<file path="src/rtl/spi_image_sender_if.sv">
// Byte-stream handshake between an image byte source and the SPI sender.
// The source drives data/valid/last; the sender answers with ready.
`timescale 1ns/1ps
interface spi_image_sender_if;
    logic [7:0] tx_data;
    logic       tx_valid;
    logic       tx_last;
    logic       tx_ready;

    modport master (output tx_data, output tx_valid, output tx_last, input tx_ready);
    modport slave  (input tx_data, input tx_valid, input tx_last, output tx_ready);
endinterface

</file>
<file path="src/rtl/spi_image_sender.sv">
// SPI mode-0 initiator that streams bytes MSB-first under one chip-select
// frame per image. A byte flagged last closes the frame; cs_n then stays
// high for at least CS_IDLE cycles before the next frame can start.
`timescale 1ns/1ps
module spi_image_sender #(
    parameter int CLK_DIV  = 4,
    parameter int CS_SETUP = 2,
    parameter int CS_HOLD  = 2,
    parameter int CS_IDLE  = 4
) (
    input  logic                  clk,
    input  logic                  rst,
    spi_image_sender_if.slave     tx,
    output logic                  byte_done,
    output logic                  frame_done,
    output logic                  busy,
    output logic                  SCLK,
    output logic                  COPI,
    output logic                  spi_cs_n
);

    // One counter serves every timed state, so it must hold the longest duration.
    localparam int MAX_AB  = (CLK_DIV > CS_SETUP) ? CLK_DIV : CS_SETUP;
    localparam int MAX_CD  = (CS_HOLD > CS_IDLE) ? CS_HOLD : CS_IDLE;
    localparam int MAX_ALL = (MAX_AB > MAX_CD) ? MAX_AB : MAX_CD;
    localparam int CNT_W   = $clog2(MAX_ALL + 1);

    localparam logic [CNT_W-1:0] DIV_END   = CNT_W'(CLK_DIV - 1);
    localparam logic [CNT_W-1:0] SETUP_END = CNT_W'(CS_SETUP - 1);
    localparam logic [CNT_W-1:0] HOLD_END  = CNT_W'(CS_HOLD - 1);
    localparam logic [CNT_W-1:0] IDLE_END  = CNT_W'(CS_IDLE - 1);

    typedef enum logic [2:0] {
        S_IDLE,
        S_SETUP,
        S_LO,
        S_HI,
        S_NEXT,
        S_HOLD,
        S_GAP
    } state_t;

    state_t           r_state;
    state_t           w_state_next;
    logic [CNT_W-1:0] r_cnt;
    logic [CNT_W-1:0] w_cnt_next;
    logic [7:0]       r_shreg;
    logic [7:0]       w_shreg_next;
    logic [3:0]       r_bit_cnt;
    logic [3:0]       w_bit_cnt_next;
    logic             r_last;
    logic             w_last_next;
    logic             r_sclk;
    logic             r_copi;
    logic             r_cs_n;
    logic             r_byte_done;
    logic             r_frame_done;
    logic             w_byte_done_next;
    logic             w_frame_done_next;
    logic             w_sclk_next;
    logic             w_cs_n_next;
    logic             w_ready;
    logic             w_hs;

    // Ready depends only on state (and reset), never on the source's valid.
    always_comb begin
        w_ready     = ((r_state == S_IDLE) || (r_state == S_NEXT)) && !rst;
        w_hs        = w_ready && tx.tx_valid;
        tx.tx_ready = w_ready;
    end

    // Next-state, datapath and pulse decode for the frame sequencer.
    always_comb begin
        w_state_next      = r_state;
        w_cnt_next        = r_cnt;
        w_shreg_next      = r_shreg;
        w_bit_cnt_next    = r_bit_cnt;
        w_last_next       = r_last;
        w_byte_done_next  = 1'b0;
        w_frame_done_next = 1'b0;

        unique case (r_state)
            S_IDLE: begin
                w_cnt_next = '0;
                if (w_hs) begin
                    w_shreg_next   = tx.tx_data;
                    w_last_next    = tx.tx_last;
                    w_bit_cnt_next = 4'd0;
                    w_state_next   = S_SETUP;
                end
            end
            S_SETUP: begin
                if (r_cnt == SETUP_END) begin
                    w_cnt_next   = '0;
                    w_state_next = S_LO;
                end else begin
                    w_cnt_next = r_cnt + 1'b1;
                end
            end
            S_LO: begin
                if (r_cnt == DIV_END) begin
                    w_cnt_next   = '0;
                    w_state_next = S_HI;
                end else begin
                    w_cnt_next = r_cnt + 1'b1;
                end
            end
            S_HI: begin
                if (r_cnt == DIV_END) begin
                    // Shifting here changes COPI on the same edge SCLK falls,
                    // so data is stable across the whole next high phase.
                    w_cnt_next     = '0;
                    w_shreg_next   = {r_shreg[6:0], 1'b0};
                    w_bit_cnt_next = r_bit_cnt + 4'd1;
                    if (r_bit_cnt == 4'd7) begin
                        w_byte_done_next = 1'b1;
                        w_state_next     = r_last ? S_HOLD : S_NEXT;
                    end else begin
                        w_state_next = S_LO;
                    end
                end else begin
                    w_cnt_next = r_cnt + 1'b1;
                end
            end
            S_NEXT: begin
                // Holds CS low with SCLK low for at least one cycle, longer
                // while the source has nothing to offer.
                w_cnt_next = '0;
                if (w_hs) begin
                    w_shreg_next   = tx.tx_data;
                    w_last_next    = tx.tx_last;
                    w_bit_cnt_next = 4'd0;
                    w_state_next   = S_LO;
                end
            end
            S_HOLD: begin
                if (r_cnt == HOLD_END) begin
                    w_cnt_next   = '0;
                    w_state_next = S_GAP;
                end else begin
                    w_cnt_next = r_cnt + 1'b1;
                end
            end
            S_GAP: begin
                if (r_cnt == IDLE_END) begin
                    w_cnt_next        = '0;
                    w_frame_done_next = 1'b1;
                    w_state_next      = S_IDLE;
                end else begin
                    w_cnt_next = r_cnt + 1'b1;
                end
            end
            default: begin
                w_cnt_next   = '0;
                w_state_next = S_IDLE;
            end
        endcase
    end

    // Pin levels follow the state being entered, so they line up with it exactly.
    always_comb begin
        w_sclk_next = (w_state_next == S_HI);
        w_cs_n_next = (w_state_next == S_IDLE) || (w_state_next == S_GAP);
    end

    // State, datapath and registered pin drivers; reset abandons any frame.
    always_ff @(posedge clk) begin
        if (rst) begin
            r_state      <= S_IDLE;
            r_cnt        <= '0;
            r_shreg      <= 8'h00;
            r_bit_cnt    <= 4'd0;
            r_last       <= 1'b0;
            r_sclk       <= 1'b0;
            r_copi       <= 1'b0;
            r_cs_n       <= 1'b1;
            r_byte_done  <= 1'b0;
            r_frame_done <= 1'b0;
        end else begin
            r_state      <= w_state_next;
            r_cnt        <= w_cnt_next;
            r_shreg      <= w_shreg_next;
            r_bit_cnt    <= w_bit_cnt_next;
            r_last       <= w_last_next;
            r_sclk       <= w_sclk_next;
            r_copi       <= w_shreg_next[7];
            r_cs_n       <= w_cs_n_next;
            r_byte_done  <= w_byte_done_next;
            r_frame_done <= w_frame_done_next;
        end
    end

    assign SCLK       = r_sclk;
    assign COPI       = r_copi;
    assign spi_cs_n   = r_cs_n;
    assign byte_done  = r_byte_done;
    assign frame_done = r_frame_done;
    assign busy       = (r_state != S_IDLE);

endmodule

</file>
<file path="src/flat_wrapper.sv">
// flat-port wrapper written by rule: the top's interface ports become plain ports
module spi_image_sender_flat 
#(
    parameter int CLK_DIV  = 4,
    parameter int CS_SETUP = 2,
    parameter int CS_HOLD  = 2,
    parameter int CS_IDLE  = 4
)
  (clk, rst, byte_done, frame_done, busy, SCLK, COPI, spi_cs_n, tx_tx_data, tx_tx_valid, tx_tx_last, tx_tx_ready);
  spi_image_sender_if tx_i ();
  input  logic clk;
  input  logic rst;
  output logic byte_done;
  output logic frame_done;
  output logic busy;
  output logic SCLK;
  output logic COPI;
  output logic spi_cs_n;
  input wire logic [$bits(tx_i.tx_data)-1:0] tx_tx_data;
  input wire logic [$bits(tx_i.tx_valid)-1:0] tx_tx_valid;
  input wire logic [$bits(tx_i.tx_last)-1:0] tx_tx_last;
  output wire logic [$bits(tx_i.tx_ready)-1:0] tx_tx_ready;
  assign tx_i.tx_data = tx_tx_data;
  assign tx_i.tx_valid = tx_tx_valid;
  assign tx_i.tx_last = tx_tx_last;
  assign tx_tx_ready = tx_i.tx_ready;
  spi_image_sender #(.CLK_DIV(CLK_DIV), .CS_SETUP(CS_SETUP), .CS_HOLD(CS_HOLD), .CS_IDLE(CS_IDLE)) u_core (.clk(clk), .rst(rst), .tx(tx_i), .byte_done(byte_done), .frame_done(frame_done), .busy(busy), .SCLK(SCLK), .COPI(COPI), .spi_cs_n(spi_cs_n));
endmodule
</file>
<file path="config.mk">
export PLATFORM = sky130hd
export DESIGN_NAME = spi_image_sender_flat
export DESIGN_NICKNAME = d
export VERILOG_FILES = /design/src/rtl/spi_image_sender_if.sv /design/src/rtl/spi_image_sender.sv /design/src/flat_wrapper.sv
export SDC_FILE = /design/constraint.sdc
export NUM_CORES = 1
export LEC_CHECK = 0
export ABC_AREA = 1
export ABC_CLOCK_PERIOD_IN_PS = 1650
export BUFFER_PORTS_ARGS = -buffer_cell sky130_fd_sc_hd__buf_2
export CORE_ASPECT_RATIO = 0.7
export CORE_UTILIZATION = 55
export DETAILED_ROUTE_END_ITERATION = 16
export PLACE_DENSITY = 0.85
export SLEW_MARGIN = 40
export SYNTH_ARGS = -nofsm -noshare
export SYNTH_HDL_FRONTEND = slang
export SYNTH_SLANG_ARGS = --single-unit
export TNS_END_PERCENT = 10
</file>
<file path="constraint.sdc">
create_clock -name clk -period 1.65 [get_ports clk]
set_input_delay 0.0825 -clock clk [delete_from_list [all_inputs] [get_ports clk]]
set_output_delay 0.0825 -clock clk [all_outputs]
set_load 0.05 [all_outputs]
</file>
======== After elaboration in Yosys (flattened, before gate mapping) ========
Index checks and enable logic that the tools add are counted.
cells by class
  mux-type cells .......................... 21
  equal/unequal tests ..................... 13
  $add $sub $neg .......................... 2
  reductions and logical operators ........ 16
  bitwise operators ....................... 3
operators by type and width
  kind                                                    count
  two-way mux 3 bit                                       10
  one-hot mux 3 bit (7 select lines)                      1
  two-way mux 8 bit                                       2
  one-hot mux 8 bit (2 select lines)                      1
  equality test 3 x 2 -> 1 bit (second input constant)    4
  equality test 3 bit (second input constant)             4
  two-way mux 4 bit                                       2
  one-hot mux 4 bit (2 select lines)                      1
  equality test 3 x 1 -> 1 bit (second input constant)    2
  zero test 3 bit                                         2
  one-hot mux 3 bit (2 select lines)                      1
  OR reduction 2 bit                                      3
  OR reduction 3 bit                                      2
  adder 4 x 1 -> 4 bit (second input constant)            1
  equality test 4 x 3 -> 1 bit (second input constant)    1
  inequality test 2 x 1 -> 1 bit (second input constant)  2
  adder 3 x 1 -> 3 bit (second input constant)            1
  two-way mux 1 bit                                       3
  inverter 1 bit                                          3
  AND reduction 3 bit                                     1
  nonzero test 3 bit                                      1
  logical AND 1 bit                                       2
  logical OR 1 bit                                        2
  AND reduction 2 bit                                     1
  other kinds (2)                                         2
word-level totals
  flip-flop bits (word level) ............. 23
  input port bits ......................... 12
  word-level logic and storage cells ...... 65
  output and inout port bits .............. 7

======== Longest topological paths before layout ========
Gate-level depths: netlist of the first run.
  depth after elaboration ................. 8
  gate-level depth with buffers ........... 11
  mapped depth without buffers ............ 11

======== Worst setup path before layout of the first run ========
No wires, ideal clock.
  kind .................................... reg-to-reg
  from .................................... register u_core.r_state[0]
  to ...................................... register u_core.r_shreg[0]
  setup slack ............................. 32 ps
  required time ........................... 1579 ps
  period minus slack after synthesis ...... 1618 ps
  arrival time ............................ 1548 ps
  stages on the path, launching flop included .. 6
  path through ............................ dfxtp_1 inv_2 nand2_4 nor2_1 nand3_1 a21oi_1
between the ends
  cells in the longest elaborated chain, start to end .. 6
  elaborated cells on any way between the ends .. 12
  those cells by class .................... eq/ne (4); mux (1); reduce/logical (7)
ends and longest elaborated chain
  item                                                           line                     source
  start, declared                                                spi_image_sender.sv:43   state_t r_state;
  start signal, assigned                                         spi_image_sender.sv:180  r_state <= w_state_next;
  equality test 3 bit / zero test 3 bit (equally long branches)  spi_image_sender.sv:67   w_ready = ((r_state == S_IDLE) || (r_state == S_NEXT)) && !rst;
  logical OR 1 bit (*)                                           spi_image_sender.sv:67
  logical AND 1 bit (*)                                          spi_image_sender.sv:67
  named net tx_tx_ready                                          flat_wrapper.sv:22       output wire logic [$bits(tx_i.tx_ready)-1:0] tx_tx_ready;
  logical AND 1 bit (*)                                          spi_image_sender.sv:68   w_hs = w_ready && tx.tx_valid;
  inequality test 2 x 1 -> 1 bit (no source line) (*)            -
  AND reduction 3 bit (no source line) (*)                       -
  end signal, assigned                                           spi_image_sender.sv:182  r_shreg <= w_shreg_next;
  end, declared                                                  spi_image_sender.sv:47   logic [7:0] r_shreg;
Mark *: on every way through the listed nets, which the timed path passes. The rest lies on a longest branch.
A chain may end at the register's enable or synchronous reset.

======== Final worst setup path of the first run ========
  from .................................... register u_core.r_state[0]
  to ...................................... output port busy
between the ends
  cells in the longest elaborated chain, start to end .. 1
ends and longest elaborated chain
  item                line                     source
  nonzero test 3 bit  spi_image_sender.sv:198  assign busy = (r_state != S_IDLE);
  end, declared       flat_wrapper.sv:15       output logic busy;
No other way between the ends.

==> summary.md, run 1 <==
| Metric | Value |
|---|---|
| Psw | `0.000280 W` |
| Clock skew | `0.00704 ns` |
| DR vias | `1196` |
| Placed cells | `roughly 220` |
| Cell taking the most area after synthesis | `dfxtp_1` |
| Max Cap Viol | `0` |
| Largest net degree at the start of global routing | `20` |
| Nets | `212` |
| Synth Area per Inst | `7.15 um^2` |
| Pwr per Cell Area | `714 nW/um^2` |
| Yosys warns | `0` |
| Initial antenna violation count | `0` |
| Slew at the pin with the worst max-slew slack | `slightly below 0.3 ns` |
| Placer Congestion | `0.981` |
| Final Setup Violations | `0` |
| # clock sinks | `23` |
| Highest clock rate | `0.638 GHz` |
| Die Y | `41.7 um` |
| Synth Net Count | `190` |
| Worst Path Required | `between 1.5 and 2 ns` |
| Most frequent cells in the layout | `47 x nand2_1, 23 x dfxtp_1, 21 x nor2_1` |
| Sequential fraction of the synthesis area | `0.372` |
| Status | `finished clean` |
| Share of post-route cells with drive strength above 1 | `0.232` |
| DR pass1 iterations | `5` |
| Hold WC Path Type | `primary input to register` |
| Vias per inst | `5.34` |
| I/O Buffers | `18` |
| Max-slew violations | `0` |
| Final worst path period share | `0.950` |
| Half-perimeter wire length after placement | `2.04 mm` |
| Most common cell after layout, fill and taps aside | `nand2_1` |
| Static Leakage | `0.653 nW` |
| Core ar. | `1980 um^2` |
| Worst vdd ir | `0.592 mV` |
| Synth Instances | `between 150 and 200` |
| Power share of the clock group | `0.259` |
| CP max FO | `8` |
| First-pass GRT wire length | `around 4.6 mm` |
| Vias in the first global route | `1071` |
| Post-CTS setup buffer count | `0` |
| Drt total wl | `between 2 and 3 mm` |
| Synth area leaders | `dfxtp_1 37%, nand2_1 14%, nor2_1 6.4%` |
| Clock latency on the worst-skew pair | `0.32 ns` |
| H-Tree Depth | `1` |
| Switch share | `0.281` |
| Die area | `2440 um^2` |
| Rel. slew slack | `0.807` |
| Critical Path Source Type | `register` |
| CTS tree | `yes` |
| Final std cells w/o fill | `224` |
| Mapped Area | `around 1200 um^2` |
| Comb pwr share | `0.146` |
| WS Path Type | `register to output port` |
| Global route overflow | `0` |
| Setup TNS | `0 ns` |
| Cts bufs inserted | `3` |
| Tmin final | `~1.6 ns` |
| Area grow syn2layout | `12.9%` |
| IO Count | `19` |
| Sequential share of power | `0.594` |
| Die span in x | `about 59 um` |
| CTS root buf | `clkbuf_4` |
| Wire length per cell | `12.2 um` |
| DRC | `0` |
| Worst Path Arrival | `1.48 ns` |
| Library cells used by synthesis | `23` |
| Int Pwr | `0.000716 W` |
| Initial Util | `0.623` |
| Hold Fails Final Rpt | `0` |
| CP Capture Type | `output port` |
| Top cell type's share of synthesized area | `0.372` |
| Seq cells post-synth | `23` |
| Gr usage total | `0.246` |
| Routed Antenna Nets | `0` |
| Initial DRC count | `between 60 and 70` |
| Antenna Cells | `0` |
| Site Rows | `13` |
| Clk slew on worst S/H paths | `0.12 ns` |
| Clock tree buffer depth | `2` |
==> stage by stage <==
stage	setup slack [ns]	hold WS [ns]	power, W	utilization	area (um^2)
after global placement	0.109	0.324	0.000741	0.678	1350
after CTS	0.0505	0.00659	0.00101	0.697	1380
final	0.0833	0.0160	0.000996	0.703	1400
after floorplan	0.0317	0.221	0.000709	-	1240
after detailed placement	0.0776	0.314	0.000746	0.678	1350
after global routing	-0.00871	0.0119	0.00105	0.703	1400
==> power by group through the flow <==
stage | Clock, W | Sequential [W] | Combinational, W
2_1_floorplan | 0 | 0.000612 | 0.0000971
3_3_place_gp | 0 | 0.000603 | 0.000138
3_5_place_dp | 0 | 0.000604 | 0.000143
4_1_cts | 0.000269 | 0.000591 | 0.000145
5_1_grt | 0.000295 | 0.000595 | 0.000162
6_report | 0.000258 | 0.000592 | 0.000146
==> cell usage after synthesis <==
cell type	number
nor2_1	21
ha_1	5
nand3_1	14
nor2_2	3
dfxtp_1	23
o21ai_0	8
a31oi_1	7
a211oi_2	1
nor3_2	3
nand4_1	5
a21oi_2	3
nand3_2	1
nand2_1	47
or2_2	1
buf_4	1
nand2_2	2
inv_2	3
a21oi_1	4
buf_6	2
clkbuf_1	1
nor3_1	1
inv_1	14
nand2_4	3
==> routing by layer <==
| metal | routed length (um) | global-route usage | share of wire |
|---|---|---|---|
| met2 | 1200 | 0.386 | 0.44 |
| met4 | 38 | 0.0571 | 0.014 |
| met1 | 1290 | 0.336 | 0.47 |
| met5 | 0 | 0 | 0 |
| met3 | 200 | 0.0685 | 0.073 |
==> final timing paths <==
check,start,to,slack (ns),cells past startpoint
setup / recovery,u_core.r_state[0]$_SDFF_PP0_,busy,0.08,4
hold / removal,tx_tx_data[6],u_core.r_shreg[6]$_SDFFE_PP0P_,0.02,3
setup reg to reg,u_core.r_cnt[0]$_SDFF_PP0_,u_core.spi_cs_n$_SDFF_PP1_,0.13,9
hold reg to reg,u_core.r_shreg[0]$_SDFFE_PP0P_,u_core.r_shreg[0]$_SDFFE_PP0P_,0.48,2
==> flip-flops by register name, indices dropped and copies added, names as in the netlist, 3 cells and up <==
name and count:
u_core.r_bit_cnt 4, u_core.r_cnt 3, u_core.r_shreg 7, u_core.r_state 3
==> what timing repair did <==
item	4_1_cts	5_1_grt
endpoints found under the setup margin	0	12
hold endpoints to repair	1	0
hold buffers	1	0
gates resized for setup	0	2
==> cell families (layout without fill, tap and decap cells) <==
kind of cell	after synthesis	count (layout)	synth area share
AO/OA/AOI/OAI	23	23	0.115
AND/OR/NAND/NOR	101	101	0.383
adder cells (fa/ha/maj)	5	5	0.0506
flip-flops	23	23	0.372
buffers and inverters	21	42	0.0789
==> final cells by class <==
cell class	count	area [um^2]
Clock buffer	3	22.5
Sequential cell	23	460
Tap cell	30	37.5
Clock inverter	1	5.00
Multi-Input combinational cell	129	691
Timing Repair Buffer	21	115
Inverter	17	63.8
Fill cell	186	589
==> worst max-delay path, cell delays in order, from the launching register on <==
cell and delay (ns):
dfxtp_1 0.41, nor2_1 0.27, buf_4 0.22, nand2_1 0.07
buf_2 0.21
(Power assumes the default switching activity.)
==> run 2: changes to the inputs <==
--- a/config.mk
+++ b/config.mk
@@ -6,12 +6,13 @@
 export NUM_CORES = 1
 export LEC_CHECK = 0
 export ABC_AREA = 1
-export ABC_CLOCK_PERIOD_IN_PS = 1650
+export ABC_CLOCK_PERIOD_IN_PS = 1470
 export BUFFER_PORTS_ARGS = -buffer_cell sky130_fd_sc_hd__buf_2
 export CORE_ASPECT_RATIO = 0.7
 export CORE_UTILIZATION = 55
 export DETAILED_ROUTE_END_ITERATION = 16
 export PLACE_DENSITY = 0.85
+export SETUP_SLACK_MARGIN = 0.4
 export SLEW_MARGIN = 40
 export SYNTH_ARGS = -nofsm -noshare
 export SYNTH_HDL_FRONTEND = slang
==> constraint.sdc (replaced) <==
create_clock -name clk -period 1.47 [get_ports clk]
set_input_delay 0.0735 -clock clk [delete_from_list [all_inputs] [get_ports clk]]
set_output_delay 0.0735 -clock clk [all_outputs]
set_load 0.05 [all_outputs]
==> run 2 against run 1 <==
  * Critical path type is now register to register
  * First-iteration DRC count fell by 6.5%
  * Clock skew is 0.0053 ns higher
  * Hold slack lost 0.023 ns
  * The flow now finishes with violations (negative hold slack)
  * Routed wire length increased by 11%
  * Sequential share of layout area is 3.0 points lower
  * Power up 18%
  * Global-route usage increased by 2.8 points
  * Core utilization grew 9.6 points
  * Largest power group unchanged
  * Register-to-register slack worse by 0.05 ns
  * Largest cell class unchanged
==> summary.md, run 2 (synthesized netlist as in run 1, its figures left out) <==
| Metric | Value |
|---|---|
| Worst r2r path cells | `11 (+2)` |
| Placed instance area | `1400 um^2 (+4.3%)` |
| Initial Util | `0.623 (unchanged)` |
| CP Capture Type | `register` |
| Die area | `2440 um^2 (unchanged)` |
| Largest net degree at the start of global routing | `20 (unchanged)` |
| H-Tree Depth | `1 (unchanged)` |
| DR pass1 iterations | `7 (+2)` |
| Site Rows | `13 (unchanged)` |
| Initial DRC count | `58 (-6.5%)` |
| Hold Fails Final Rpt | `1 (+1)` |
| Pwr per Cell Area | `742 nW/um^2 (+3.9%)` |
| Static Leakage | `0.727 nW (+11%)` |
| Share of post-route cells with drive strength above 1 | `0.327 (+0.0948)` |
| Largest register FFs | `7 (unchanged)` |
| Clock latency on the worst-skew pair | `0.34 ns (+0.02 ns)` |
| Clk slew on worst S/H paths | `0.14 ns (+0.02 ns)` |
| Gr usage total | `0.275 (+0.0283)` |
| Rel. slew slack | `0.828 (+0.0213)` |
| Clock skew | `0.0123 ns (+0.00530 ns)` |
| WS Path Type | `register to register` |
| DR vias | `1233 (+3.1%)` |
| Max Cap Viol | `0 (unchanged)` |
| Hold WC Path Type | `primary input to register` |
| Vias per inst | `5.31 (-0.46%)` |
| Most common cell after layout, fill and taps aside | `nand2_1` |
| Half-perimeter wire length after placement | `2.03 mm (-0.31%)` |
| Cts bufs inserted | `3 (unchanged)` |
| Vias in the first global route | `1159 (+8.2%)` |
| CTS tree | `yes` |
| Drt total wl | `3.04 mm (+11%)` |
| Die Y | `41.7 um (unchanged)` |
| RSZ-0062 raised after global routing | `true` |
| Global route overflow | `0 (unchanged)` |
| Nets | `220 (+3.8%)` |
| Wire length per cell | `13.1 um (+7.5%)` |
| Final Setup Violations | `0 (unchanged)` |
| Highest clock rate | `0.718 GHz` |
| # clock sinks | `23 (unchanged)` |
| Hold slack | `-0.00707 ns (-0.0231 ns)` |
| Fin util | `0.799 (+0.0958)` |
| Core ar. | `1980 um^2 (unchanged)` |
| Tmin final | `1.39 ns` |
| Max-slew violations | `0 (unchanged)` |
| I/O Buffers | `18 (unchanged)` |
| Placed cells | `219 (unchanged)` |
| Critical Path Source Type | `register` |
| Routed Antenna Nets | `0 (unchanged)` |
| CP max FO | `2 (-6)` |
| Placer Congestion | `1.01 (+2.6%)` |
| Biggest registers after layout | `u_core.r_shreg: 7 flops, u_core.r_bit_cnt: 4 flops` |
| Area grow syn2layout | `28.2%` |
| Slew at the pin with the worst max-slew slack | `0.258 ns (-0.0315 ns)` |
| Filler cells | `137 (-26%)` |
| Worst Path Arrival | `1.69 ns (+0.21 ns)` |
| Initial antenna violation count | `0 (unchanged)` |
| Status | `complete, but fails checks` |
| Worst Path Required | `1.77 ns (+0.20 ns)` |
| First-pass GRT wire length | `5.09 mm (+11%)` |
| Post-route cell area | `1590 um^2 (+14%)` |
| Failing checks | `negative hold slack` |
| Most frequent cells in the layout | `44 x nand2_1, 18 x nor2_1, 17 x dfxtp_1` |
| Hold path depth | `3 (unchanged)` |
| Largest Register | `u_core.r_shreg` |
| Die span in x | `58.7 um (unchanged)` |
| Final worst path period share | `0.948` |
| Worst vdd ir | `0.547 mV (-7.7%)` |
| Antenna Cells | `0 (unchanged)` |
| Final std cells w/o fill | `232 (+3.6%)` |
| IO Count | `19 (unchanged)` |
| CTS root buf | `clkbuf_4` |
| Clock tree buffer depth | `2 (unchanged)` |
| DRC | `0 (unchanged)` |
## run 2: changes by cell type in the layout (fill, tap and decap cells not counted), moves of 4 or more
cell,delta
dlygate4sd3_1,+4
dfxtp_1,-6
nor2_4,+4
buf_4,+4
## run 2: repair_timing
action                                  4_1_cts  5_1_grt
hold endpoints to repair                      5        0
cloned                                        0        0
endpoints found under the setup margin       23       26
hold buffers                                  5        0
setup buffers                                 3        1
pin swaps                                     2        1
resized for setup                            15        6
## run 2: power breakdown
part	total, W	leakage, nW	switching, W	internal, W
Clock	0.000318	0.0177	0.000215	0.000103
Combinational	0.000195	0.518	0.000118	0.0000766
Sequential	0.000664	0.191	0.0000183	0.000646
## run 2: per-layer routing
metal | global-route usage | wire length, um
met5 | 0 | 0
met4 | 0.0905 | 53
met3 | 0.0623 | 168
met2 | 0.425 | 1390
met1 | 0.376 | 1430
## run 2: worst paths after layout
kind / start / end / slack (ns)
max: u_core.r_cnt[1]$_SDFF_PP0_ / u_core.spi_cs_n$_SDFF_PP1_ / 0.08
min: tx_tx_data[0] / u_core.r_shreg[0]$_SDFFE_PP0P_ / -0.007
max reg2reg: u_core.r_cnt[1]$_SDFF_PP0_ / u_core.spi_cs_n$_SDFF_PP1_ / 0.08
min reg2reg: u_core.r_cnt[0]$_SDFF_PP0_ / u_core.r_cnt[0]$_SDFF_PP0_ / 0.45
## run 2: cell type report
cell class,count,area [um^2],area share
Clock buffer,3,22.5,0.0142
Clock inverter,1,5.00,0.00316
Tap cell,30,37.5,0.0237
Sequential cell,23,475,0.300
Multi-Input combinational cell,129,773,0.488
Inverter,17,73.8,0.0466
Timing Repair Buffer,29,198,0.125
## run 2: worst max-delay path, stage by stage (launching register included)
cell     delay (ns)
dfxtp_2        0.38
inv_1          0.05
ha_1           0.20
inv_1          0.06
nor2_1         0.03
nand2_1        0.07
nand2_1        0.07
nor2_1         0.15
nand3_2        0.12
nand2_2        0.10
nand3_1        0.07
nand2_1        0.06
## run 2: metrics by stage
stage	worst slack (ns)	total power [W]	TNS, ns
after floorplan	0.241	0.000801	0
after global placement	0.0982	0.000836	0
after detailed placement	0.106	0.000841	0
after CTS	0.113	0.00117	0
after global routing	-0.0130	0.00123	-0.0130
final	0.0770	0.00118	0
